--- src/rtl/pc_gen_pkg.sv ---
// Shared definitions for the program-counter generator: next-PC source codes and FSM states.
package pc_gen_pkg;

    localparam int unsigned PC_SEL_W = 2;

    localparam logic [PC_SEL_W-1:0] PC_SEL_SEQ   = 2'b00;
    localparam logic [PC_SEL_W-1:0] PC_SEL_ALU   = 2'b01;
    localparam logic [PC_SEL_W-1:0] PC_SEL_ADDER = 2'b10;

    typedef enum logic [1:0] {
        ST_BOOT = 2'b00,
        ST_RUN  = 2'b01,
        ST_TRAP = 2'b10
    } pc_state_e;

endpackage

--- src/rtl/pc_gen_target_mux.sv ---
// Next-PC target select with misalignment check on redirect sources.
// PC_GEN_RVC_EN relaxes alignment to 2-byte boundaries.
module pc_gen_target_mux
    import pc_gen_pkg::*;
#(
    parameter int unsigned XLEN = 32
) (
    input  logic [PC_SEL_W-1:0] pc_sel,
    input  logic [XLEN-1:0]     pc_next,
    input  logic [XLEN-1:0]     alu_result,
    input  logic [XLEN-1:0]     pc_adder_result,
    output logic [XLEN-1:0]     target_c,
    output logic                misaligned_c
);

    logic redirect;
    logic unused_alu_lsb;

    // JALR targets always have bit 0 cleared before use
    assign unused_alu_lsb = alu_result[0];

    always_comb begin
        target_c = pc_next;
        redirect = 1'b0;
        unique case (pc_sel)
            PC_SEL_ALU: begin
                target_c = {alu_result[XLEN-1:1], 1'b0};
                redirect = 1'b1;
            end
            PC_SEL_ADDER: begin
                target_c = pc_adder_result;
                redirect = 1'b1;
            end
            default: begin
                target_c = pc_next;
                redirect = 1'b0;
            end
        endcase
    end

`ifdef PC_GEN_RVC_EN
    assign misaligned_c = redirect && target_c[0];
`else
    assign misaligned_c = redirect && (target_c[1:0] != 2'b00);
`endif

endmodule

--- src/rtl/pc_gen.sv ---
// Program-counter generator: sequential/redirect fetch address with misaligned-target trap.
// Optional compressed-instruction support via PC_GEN_RVC_EN.
module pc_gen
    import pc_gen_pkg::*;
#(
    parameter int unsigned    XLEN         = 32,
    parameter logic [XLEN-1:0] RESET_VECTOR = '0,
    parameter logic [XLEN-1:0] TRAP_VECTOR  = XLEN'(32'h0000_0100)
) (
    input  logic                clk,
    input  logic                rst_n,
    input  logic                en,
    input  logic [PC_SEL_W-1:0] pc_sel,
    input  logic [XLEN-1:0]     alu_result,
    input  logic [XLEN-1:0]     pc_adder_result,
    input  logic                is_compressed,
    input  logic                fetch_ready,
    input  logic                trap_ack,
    output logic [XLEN-1:0]     pc,
    output logic [XLEN-1:0]     pc_next,
    output logic                fetch_valid,
    output logic                trap_pending,
    output logic [XLEN-1:0]     trap_addr
);

    pc_state_e       state;
    logic [XLEN-1:0] target;
    logic            misaligned;
    logic            advance;

    // Sequential successor, wrapping modulo 2^XLEN
`ifdef PC_GEN_RVC_EN
    assign pc_next = pc + (is_compressed ? XLEN'(2) : XLEN'(4));
`else
    logic unused_is_compressed;
    assign unused_is_compressed = is_compressed;
    assign pc_next = pc + XLEN'(4);
`endif

    assign fetch_valid = (state == ST_RUN) && en;
    assign advance     = fetch_valid && fetch_ready;

    pc_gen_target_mux #(
        .XLEN (XLEN)
    ) u_target_mux (
        .pc_sel          (pc_sel),
        .pc_next         (pc_next),
        .alu_result      (alu_result),
        .pc_adder_result (pc_adder_result),
        .target_c        (target),
        .misaligned_c    (misaligned)
    );

    // Control FSM; a misaligned redirect parks the PC and waits for the trap handler
    always_ff @(posedge clk or negedge rst_n) begin
        if (!rst_n) begin
            state        <= ST_BOOT;
            pc           <= RESET_VECTOR;
            trap_pending <= 1'b0;
            trap_addr    <= '0;
        end else begin
            unique case (state)
                ST_BOOT: begin
                    state <= ST_RUN;
                end
                ST_RUN: begin
                    if (advance) begin
                        if (misaligned) begin
                            trap_addr    <= target;
                            trap_pending <= 1'b1;
                            state        <= ST_TRAP;
                        end else begin
                            pc <= target;
                        end
                    end
                end
                ST_TRAP: begin
                    if (trap_ack) begin
                        pc           <= TRAP_VECTOR;
                        trap_pending <= 1'b0;
                        state        <= ST_RUN;
                    end
                end
                default: begin
                    state <= ST_BOOT;
                end
            endcase
        end
    end

endmodule

--- config.mk ---
export PLATFORM = sky130hd
export DESIGN_NAME = pc_gen
export DESIGN_NICKNAME = d
export VERILOG_FILES = /design/src/rtl/pc_gen_pkg.sv /design/src/rtl/pc_gen_target_mux.sv /design/src/rtl/pc_gen.sv
export SDC_FILE = /design/constraint.sdc
export NUM_CORES = 1
export LEC_CHECK = 0
export ABC_AREA = 1
export BUFFER_PORTS_ARGS = -buffer_cell sky130_fd_sc_hd__buf_2
export CORE_UTILIZATION = 45
export CTS_BUF_LIST = sky130_fd_sc_hd__clkbuf_8
export DETAILED_ROUTE_END_ITERATION = 7
export PLACE_DENSITY = 0.81
export SYNTH_ARGS = -nofsm -noshare
export SYNTH_HDL_FRONTEND = slang
export SYNTH_SLANG_ARGS = --single-unit
--- constraint.sdc ---
create_clock -name clk -period 1.5 [get_ports clk]
set_input_delay 0.075 -clock clk [delete_from_list [all_inputs] [get_ports clk]]
set_output_delay 0.075 -clock clk [all_outputs]
set_load 0.01 [all_outputs]
==> metrics, run 1 <==
die area 9650 um2; Post-Route WL 15.8 mm; Initial DRT Pass Iterations 7; Pleak around 3.7 nW; syn avg cell area between 7 and 8 um2; crit-path max FO 4; failing checks design-rule violations, negative setup slack; Fmax 0.482 GHz; core area ~9000 um2; worst-path cell chain ha_2, nand2_2, nor2_4, nand2_4, nor2_4, buf_4, nand3b_1, nand2_2, buf_2; WP buf/inv 2; first-pass GRT wire length about 23 mm; layout cells sized above 1 0.471; Port Buffers 167; worst hold path type primary input to flip-flop; Final nets between 900 and 1,000; DR DRC count 9; Antenna Violating Nets Remaining 0; worst slack at placement -190 ps; Yosys top cell by area dfrtp_1; synthesized area 4170 um2; critical path launch point type flip-flop; Placement Cell Area between 5000 and 6000 um2; Final Core Density 0.750; main combinational cell family by area after synthesis simple AND/OR/NAND/NOR gates; Clk pin slew, worst setup/hold paths 80 ps; Skew-Pair Late Insertion Delay 360 ps; asr flop ratio synth 1.00; largest cells by area after synthesis dfrtp_1, nand2_1, a22oi_1, inv_1, nor2_4; Die W 98.2 um; CTS Buf Count 9; CP delay by family, top simple AND/OR/NAND/NOR gates; max cap viols 0; CTS tree done; post-synthesis xor/xnor area fraction 0.0360; Clock Sinks 67; RSZ-0062 raised after global routing true; post-synthesis simple-gate area fraction 0.394; row cnt 34; final hold vios 0; post-layout instance area approximately 6600 um2; initial core utilization 0.471; Synth Area in Adders 0.00901; number of inserted diodes 0; VDD IR-drop max 850 uV; required time worst endpoint 1420 ps; Min Clock Period, post-route 2080 ps; status finished with violations; Slew @ Worst Pin 513 ps; Final Setup Violations 85; Sequential Area 1680 um2; Multi-input gate area between 2000 and 3000 um2; setup ws final -576 ps; Hold Slack around 43 ps; Worst Skew 11.1 ps; GRT Resource Usage Total 0.303; Tcrit/Tclk final 1.38; Vias a little over 5,000; # IOs 170; Distinct cells, synth 32; Seq cells post-synth 67; pin count of the biggest net entering global routing 68; vias in the first global route approximately 4,800; Worst EP arrival 2000 ps; Ys Warns 0; cell count after synthesis approximately 580; Die Y about 98 um; Detailed Place HPWL 10.2 mm; PwrDens about 1600 nW/um2; Slew HR 0.658; Final Max Tran Viols 0; Crit Path Class flip-flop to output pin; syn nets 657; CP peak stage delay approximately 400 ps; post-synthesis mux area share 0; Post-synth EDFFs 0; initial antenna violation count 0; wire per inst 16.4 um; GRT Residual Overflow 0; initial DRC count 358; main flop type after synthesis dfrtp_1; Setup crit end kind output pin; slowest stage cell, crit path dfrtp_1; top cell type's share of synthesized area 0.403; Synth Area in Compound Gates 0.0835; clk buf depth 2; RePlAce Congestion approximately 0.94; register area share after synthesis 0.403; synth-to-layout area growth 59.3%; DR vias/cell about 5.3; fill count between 600 and 700; Clock Root Buffer clkbuf_8; CTS H-tree lvls 3
## final cells by class
class                           instances  share of cell area
Inverter                               44              0.0260
Timing Repair Buffer                  281               0.291
Multi-Input combinational cell        449               0.381
Clock buffer                            9              0.0187
Clock inverter                          7              0.0104
Tap cell                              108              0.0204
Sequential cell                        67               0.253
## through the flow
step / power (mW) / setup TNS [ps] / cells
after floorplan: 5.57 / -1680 / 582
after global placement: 8.09 / -3990 / 910
after detailed placement: 8.21 / -9180 / 910
after CTS: 10.3 / -16710 / 952
after global routing: 11.4 / -29570 / 965
final: 10.8 / -22090 / 965
## where the power goes
part           internal (mW)  switching (mW)
sequential              2.57           0.628
combinational           2.90            3.21
clock                  0.761           0.762
## flip-flops by register name, summed over array words and instances, names as in the netlist
register and flops:
pc 32, trap_addr 32, state 2, trap_pending 1
## layout by cell type (no fill, tap or decap), types with 3 or more instances in the layout
| cell type | instances |
|---|---|
| nand2_1 | 253 |
| buf_2 | 157 |
| buf_4 | 89 |
| dfrtp_1 | 67 |
| inv_1 | 40 |
| nand2_2 | 37 |
| nor2_1 | 25 |
| buf_6 | 25 |
| a22oi_1 | 24 |
| nor2_4 | 18 |
| nand3_1 | 10 |
| nand2_4 | 9 |
| clkbuf_8 | 9 |
| xor2_2 | 8 |
| nand3_2 | 8 |
| o21ai_1 | 7 |
| o21ai_0 | 6 |
| o21ai_2 | 6 |
| and2_1 | 5 |
| nand3b_1 | 5 |
| buf_12 | 5 |
| nor2_2 | 3 |
| and2_4 | 3 |
| a21oi_1 | 3 |
| o22ai_2 | 3 |
| clkinv_2 | 3 |
| clkbuf_16 | 3 |
## metal layers
metal	up-vias	part of all wire	wire, um	track usage
met2	277	0.50	7920	0.512
met1	2417	0.40	6370	0.391
li1	2348	-	-	-
met4	0	0.020	314	0.111
met3	25	0.075	1190	0.0530
met5	-	0	0	0
## final timing paths
kind                               startpoint       endpoint  slack (ps)  depth (start not counted)
worst max-delay path                    pc[3]    pc_next[22]        -580                          9
worst min-delay path            alu_result[2]   trap_addr[2]          40                          3
worst max register to register          pc[3]  trap_addr[26]        -360                         12
worst min register to register  trap_addr[25]  trap_addr[25]         470                          2
max in group asynchronous               rst_n          pc[9]         920                          3
min in group asynchronous               rst_n   trap_addr[0]         260                          3
## synthesized netlist by cell type, drive strengths merged, types with 5 or more instances
library cell	n
buf	18
dfrtp	67
inv	44
nor2	47
xor2	10
nand3	20
nand2	299
and2	8
o21ai	19
nand3b	5
a22oi	24
## cell families (layout without fill, tap and decap cells)
kind of cell | Yosys count | in the layout
simple gates | 380 | 380
flops | 67 | 67
buf+inv | 66 | 341
compound gates | 54 | 54
xor+xnor | 12 | 12
fa+ha+maj | 3 | 3
## tightest hold or removal path, stage by stage
cell	delay, ps
buf_2	80
a21oi_1	80
o21ai_1	130
## timing repair
action,in CTS,in global routing
cloned,0,3
endpoints found under the hold margin,69,0
resized for setup,58,57
pin swaps,40,37
buffers inserted,24,12
hold buffers,2,0
setup endpoints to repair,77,88
Power figures use the tool's default switching activity.
==> inputs of run 2 (changes only) <==
--- a/config.mk
+++ b/config.mk
@@ -11,6 +11,7 @@
 export CTS_BUF_LIST = sky130_fd_sc_hd__clkbuf_8
 export DETAILED_ROUTE_END_ITERATION = 7
 export PLACE_DENSITY = 0.81
+export SKIP_CTS_REPAIR_TIMING = 1
 export SYNTH_ARGS = -nofsm -noshare
 export SYNTH_HDL_FRONTEND = slang
 export SYNTH_SLANG_ARGS = --single-unit
==> metrics, run 2 (synthesis gave the netlist of run 1 again) <==
CTS Buf Count 9; failing checks design-rule violations, negative hold slack, negative setup slack; Die Y a little under 100 um; final hold vios 1; crit path from pc[3]; Antenna Violating Nets Remaining 0; Min Clock Period, post-route 2070 ps; Final Power between 10 and 15 mW; Skew-Pair Late Insertion Delay 360 ps; Die W 98.2 um; Detailed Place HPWL 10.2 mm; fill count 626; number of inserted diodes 0; initial antenna violation count 0; DR vias/cell around 5.2; core area roughly 9000 um2; Sequential Area 1680 um2; Pleak roughly 3.6 nW; CTS H-tree lvls 3; WP buf/inv 1; GRT Resource Usage Total 0.284; crit-path max FO 5; Clk pin slew, worst setup/hold paths 90 ps; synth-to-layout area growth 58.5%; CTS tree done; status finished with violations; most frequent cells in the layout nand2_1, buf_2, buf_4; setup ws final -574 ps; Final nets 914; die area between 9000 and 10,000 um2; Slew @ Worst Pin approximately 520 ps; CP peak stage delay about 420 ps; vias in the first global route 4,506; Fmax between 0.4 and 0.5 GHz; GRT Residual Overflow 0; pin count of the biggest net entering global routing 68; Setup crit end kind output pin; layout cells sized above 1 0.486; Multi-input gate area approximately 2500 um2; Worst path most repeated cell nor2_4; Hold Slack -10.4 ps; Post-Route WL 15.5 mm; RePlAce Congestion 0.938; max cap viols 0; commonest non-fill, non-tap cell in the layout nand2_1; Final Core Density 0.746; Port Buffers about 170; PwrDens 1640 nW/um2; worst hold path type primary input to flip-flop; reg2reg start pc[3]; clk buf depth 2; first-pass GRT wire length 21.6 mm; DR DRC count 9; initial core utilization 0.471; top flop regs pc: 32 flops, trap_addr: 32 flops, state: 2 flops; critical path launch point type flip-flop; Tcrit/Tclk final 1.38; VDD IR-drop max between 800 and 900 uV; Vias between 4,000 and 5,000; row cnt 34; Clock Root Buffer clkbuf_8; hold path start trap_ack; Slew HR 0.651; Final Max Tran Viols 0; slowest stage cell, crit path dfrtp_1; Crit Path Class flip-flop to output pin; required time worst endpoint around 1400 ps; # IOs 170; initial DRC count 269; post-layout instance area 6600 um2; Worst EP arrival 2000 ps; Final Setup Violations 81; Worst Skew 11.7 ps; Clock Sinks 67; Placement Cell Area 5650 um2; CP delay by family, top simple AND/OR/NAND/NOR gates; worst-path cell chain ha_2, nand2_2, nor2_4, nand2_4, nor2_4, nand3_2, and2_1, buf_2; RSZ-0062 raised after global routing true; Initial DRT Pass Iterations 8; wire per inst 16.2 um
[run 2: cell count changes in the layout (fill, tap and decap cells not counted), sizes merged]
cell and change:
inv -1, clkbuf -1, dlygate4sd3 -1, buf -11
clkinvlp +1
[run 2: layout make-up]
| class | instances | share of cell area |
|---|---|---|
| tap | 108 | 0.0205 |
| clock buffer | 9 | 0.0188 |
| multi-input combinational | 449 | 0.386 |
| sequential | 67 | 0.254 |
| inverter | 44 | 0.0267 |
| timing repair buffer | 268 | 0.283 |
| clock inverter | 7 | 0.0104 |
[run 2: stage by stage]
| stage | std cells | setup TNS (ps) | worst slack [ps] |
|---|---|---|---|
| after global placement | 910 | -3990 | -113 |
| after detailed placement | 910 | -9180 | -190 |
| final | 952 | -22250 | -574 |
| after CTS | 926 | -15440 | -533 |
| after global routing | 952 | -30280 | -664 |
| after floorplan | 582 | -1680 | -122 |
[run 2: final timing paths]
path,depth (start not counted),endpoint,slack [ps]
max in group asynchronous,3,pc[19],900
setup reg to reg,12,trap_addr[20],-310
hold reg to reg,2,trap_addr[25],480
min in group asynchronous,3,trap_addr[0],260
setup / recovery,8,pc_next[26],-570
hold / removal,2,state[1],-10
[run 2: metal layers]
layer	track usage	up-vias	wire (um)
met2	0.478	269	7720
met5	0	-	0
met4	0.0838	0	373
met1	0.378	2347	6080
met3	0.0472	34	1300
li1	-	2332	-
[run 2: worst reg2reg max path, delay by kind of cell, from the launching register on]
kind                       cells  cell delay, ps
adders and majority gates      1             210
DFF                            1             420
and+or+nand+nor               11            1080
[run 2: power breakdown]
part	total, mW	leakage [nW]	switching (mW)	internal, mW
clock network	1.55	0.0950	0.787	0.761
logic	6.07	2.65	3.15	2.91
registers	3.19	0.883	0.623	2.57
total	10.8	3.63	4.56	6.25
==> inputs of run 3 (changes only) <==
--- a/config.mk
+++ b/config.mk
@@ -7,10 +7,12 @@
 export LEC_CHECK = 0
 export ABC_AREA = 1
 export BUFFER_PORTS_ARGS = -buffer_cell sky130_fd_sc_hd__buf_2
-export CORE_UTILIZATION = 45
+export CELL_PAD_IN_SITES_DETAIL_PLACEMENT = 0
+export CELL_PAD_IN_SITES_GLOBAL_PLACEMENT = 2
+export CORE_UTILIZATION = 24
 export CTS_BUF_LIST = sky130_fd_sc_hd__clkbuf_8
 export DETAILED_ROUTE_END_ITERATION = 7
-export PLACE_DENSITY = 0.81
+export PLACE_DENSITY_LB_ADDON = 0.1
 export SKIP_CTS_REPAIR_TIMING = 1
 export SYNTH_ARGS = -nofsm -noshare
 export SYNTH_HDL_FRONTEND = slang
==> metrics, run 3 (synthesis gave the netlist of run 1 again) <==
critical path capture point pc_next[24]; Final Setup Violations 78; Worst EP arrival 1980 ps; Initial DRT Pass Iterations 4; critical path launch point type flip-flop; Clock Sinks 67; GRT Residual Overflow 0; Internal between 6 and 7 mW; TNS Setup -18,090 ps; Tcrit/Tclk final 1.37; Final nets 917; Clock Root Buffer clkbuf_8; row cnt 47; Min Clock Period, post-route 2050 ps; net load switching power between 4 and 5 mW; crit path from pc[2]; failing checks negative setup slack; DR vias/cell 4.27; Critical R2R Capture trap_addr[19]; Die Y 134 um; Combinational Power Share 0.553; Slew @ Worst Pin 379 ps; wire per inst between 10 and 15 um; Reg power frac 0.299; top flop regs pc: 32 flops, trap_addr: 32 flops, state: 2 flops; Die W ~130 um; Slew HR 0.748; Port Buffers 167; CTS H-tree lvls 3; Placement Cell Area between 5000 and 6000 um2; CTS Buf Count 9; Vias 4,551; # IOs 170; Skew-Pair Late Insertion Delay between 300 and 400 ps; Worst Skew roughly 7.9 ps; CTS tree done; Sequential Area 1680 um2; die area 17,900 um2; initial antenna violation count 0; hold path start alu_result[2]; initial core utilization 0.249; Clk pin slew, worst setup/hold paths 80 ps; most frequent cells in the layout nand2_1, buf_2, buf_4; Multi-input gate area ~2400 um2; Crit Path Class flip-flop to output pin; required time worst endpoint 1420 ps; pin count of the biggest net entering global routing between 40 and 50; setup ws final -552 ps; commonest non-fill, non-tap cell in the layout nand2_1; PwrDens 1610 nW/um2; Worst Reg-to-Reg Cells 13; first-pass GRT wire length 24.8 mm; synth-to-layout area growth 58.5%; Final Power 10.6 mW; Detailed Place HPWL 12.1 mm; number of inserted diodes 0; switching part of the total power 0.408; RePlAce Congestion 0.832; layout cells sized above 1 0.455; core area roughly 17,000 um2; DR DRC count 0; Pleak 3.65 nW; Clk network pwr share 0.148; initial DRC count ~150; clk buf depth 2; Setup crit end kind output pin; reg2reg start pc[3]; Final Max Tran Viols 0; VDD IR-drop max 466 uV; vias in the first global route 4,668; Antenna Violating Nets Remaining 0; GRT Resource Usage Total 0.182; R2R Setup Slk -260 ps; RSZ-0062 raised after global routing true; worst slack at placement -207 ps; Fmax 0.487 GHz; post-layout instance area between 6000 and 7000 um2; Post-Route WL 15.6 mm; crit-path max FO 4; fill count 1,816; worst hold path type primary input to flip-flop; final hold vios 0; status finished with violations; max cap viols 0
[run 3: worst min path at each step]
stage	to	slack, ps	cells past startpoint
3_5_place_dp	trap_addr[10]	20	1
6_report	trap_addr[2]	20	3
5_1_grt	trap_addr[2]	10	3
4_1_cts	trap_addr[6]	-380	1
3_3_place_gp	trap_addr[10]	20	1
2_1_floorplan	pc[0]	-220	0
[run 3: routing by layer]
| metal | GRT usage | vias to the layer above | wire, um | share of wire |
|---|---|---|---|---|
| met3 | 0.0266 | 13 | 578 | 0.037 |
| met1 | 0.250 | 2110 | 7470 | 0.48 |
| met4 | 0.0606 | 0 | 205 | 0.013 |
| met2 | 0.289 | 100 | 7370 | 0.47 |
| met5 | 0 | - | 0 | 0 |
| li1 | - | 2328 | - | - |
[run 3: power by group through the flow]
| stage | Combinational (mW) | Clock, mW | Sequential [mW] |
|---|---|---|---|
| global route | 6.46 | 1.71 | 3.30 |
| detailed placement | 5.31 | 0 | 3.19 |
| CTS | 5.34 | 1.65 | 3.16 |
| finish | 5.87 | 1.57 | 3.18 |
| floorplan | 1.95 | 0 | 3.62 |
| global placement | 5.31 | 0 | 3.18 |
[run 3: layout make-up]
class | count | share of cell area
Multi-Input combinational cell | 449 | 0.371
Timing Repair Buffer | 271 | 0.278
Sequential cell | 67 | 0.254
Tap cell | 220 | 0.0417
Inverter | 44 | 0.0254
Clock buffer | 11 | 0.0229
Clock inverter | 4 | 0.00644
[run 3: stage by stage]
| step | instances | hold slack (ps) | utilization |
|---|---|---|---|
| finish | 1066 | 18.8 | 0.394 |
| global route | 1066 | 14.3 | 0.394 |
| CTS | 1054 | -384 | 0.366 |
| detailed placement | 1039 | 21.5 | 0.355 |
| global placement | 1039 | 17.6 | 0.355 |
| floorplan | 582 | -221 | - |
[run 3: critical path, cell delays in order, from the launching register on]
cell     delay [ps]
dfrtp_1         420
ha_4            170
nand2_4          60
nor2_4          160
buf_4           150
nand2_4          60
nor2_4          170
nand2_1          70
nand2_1          80
and2_1          140
buf_2           140
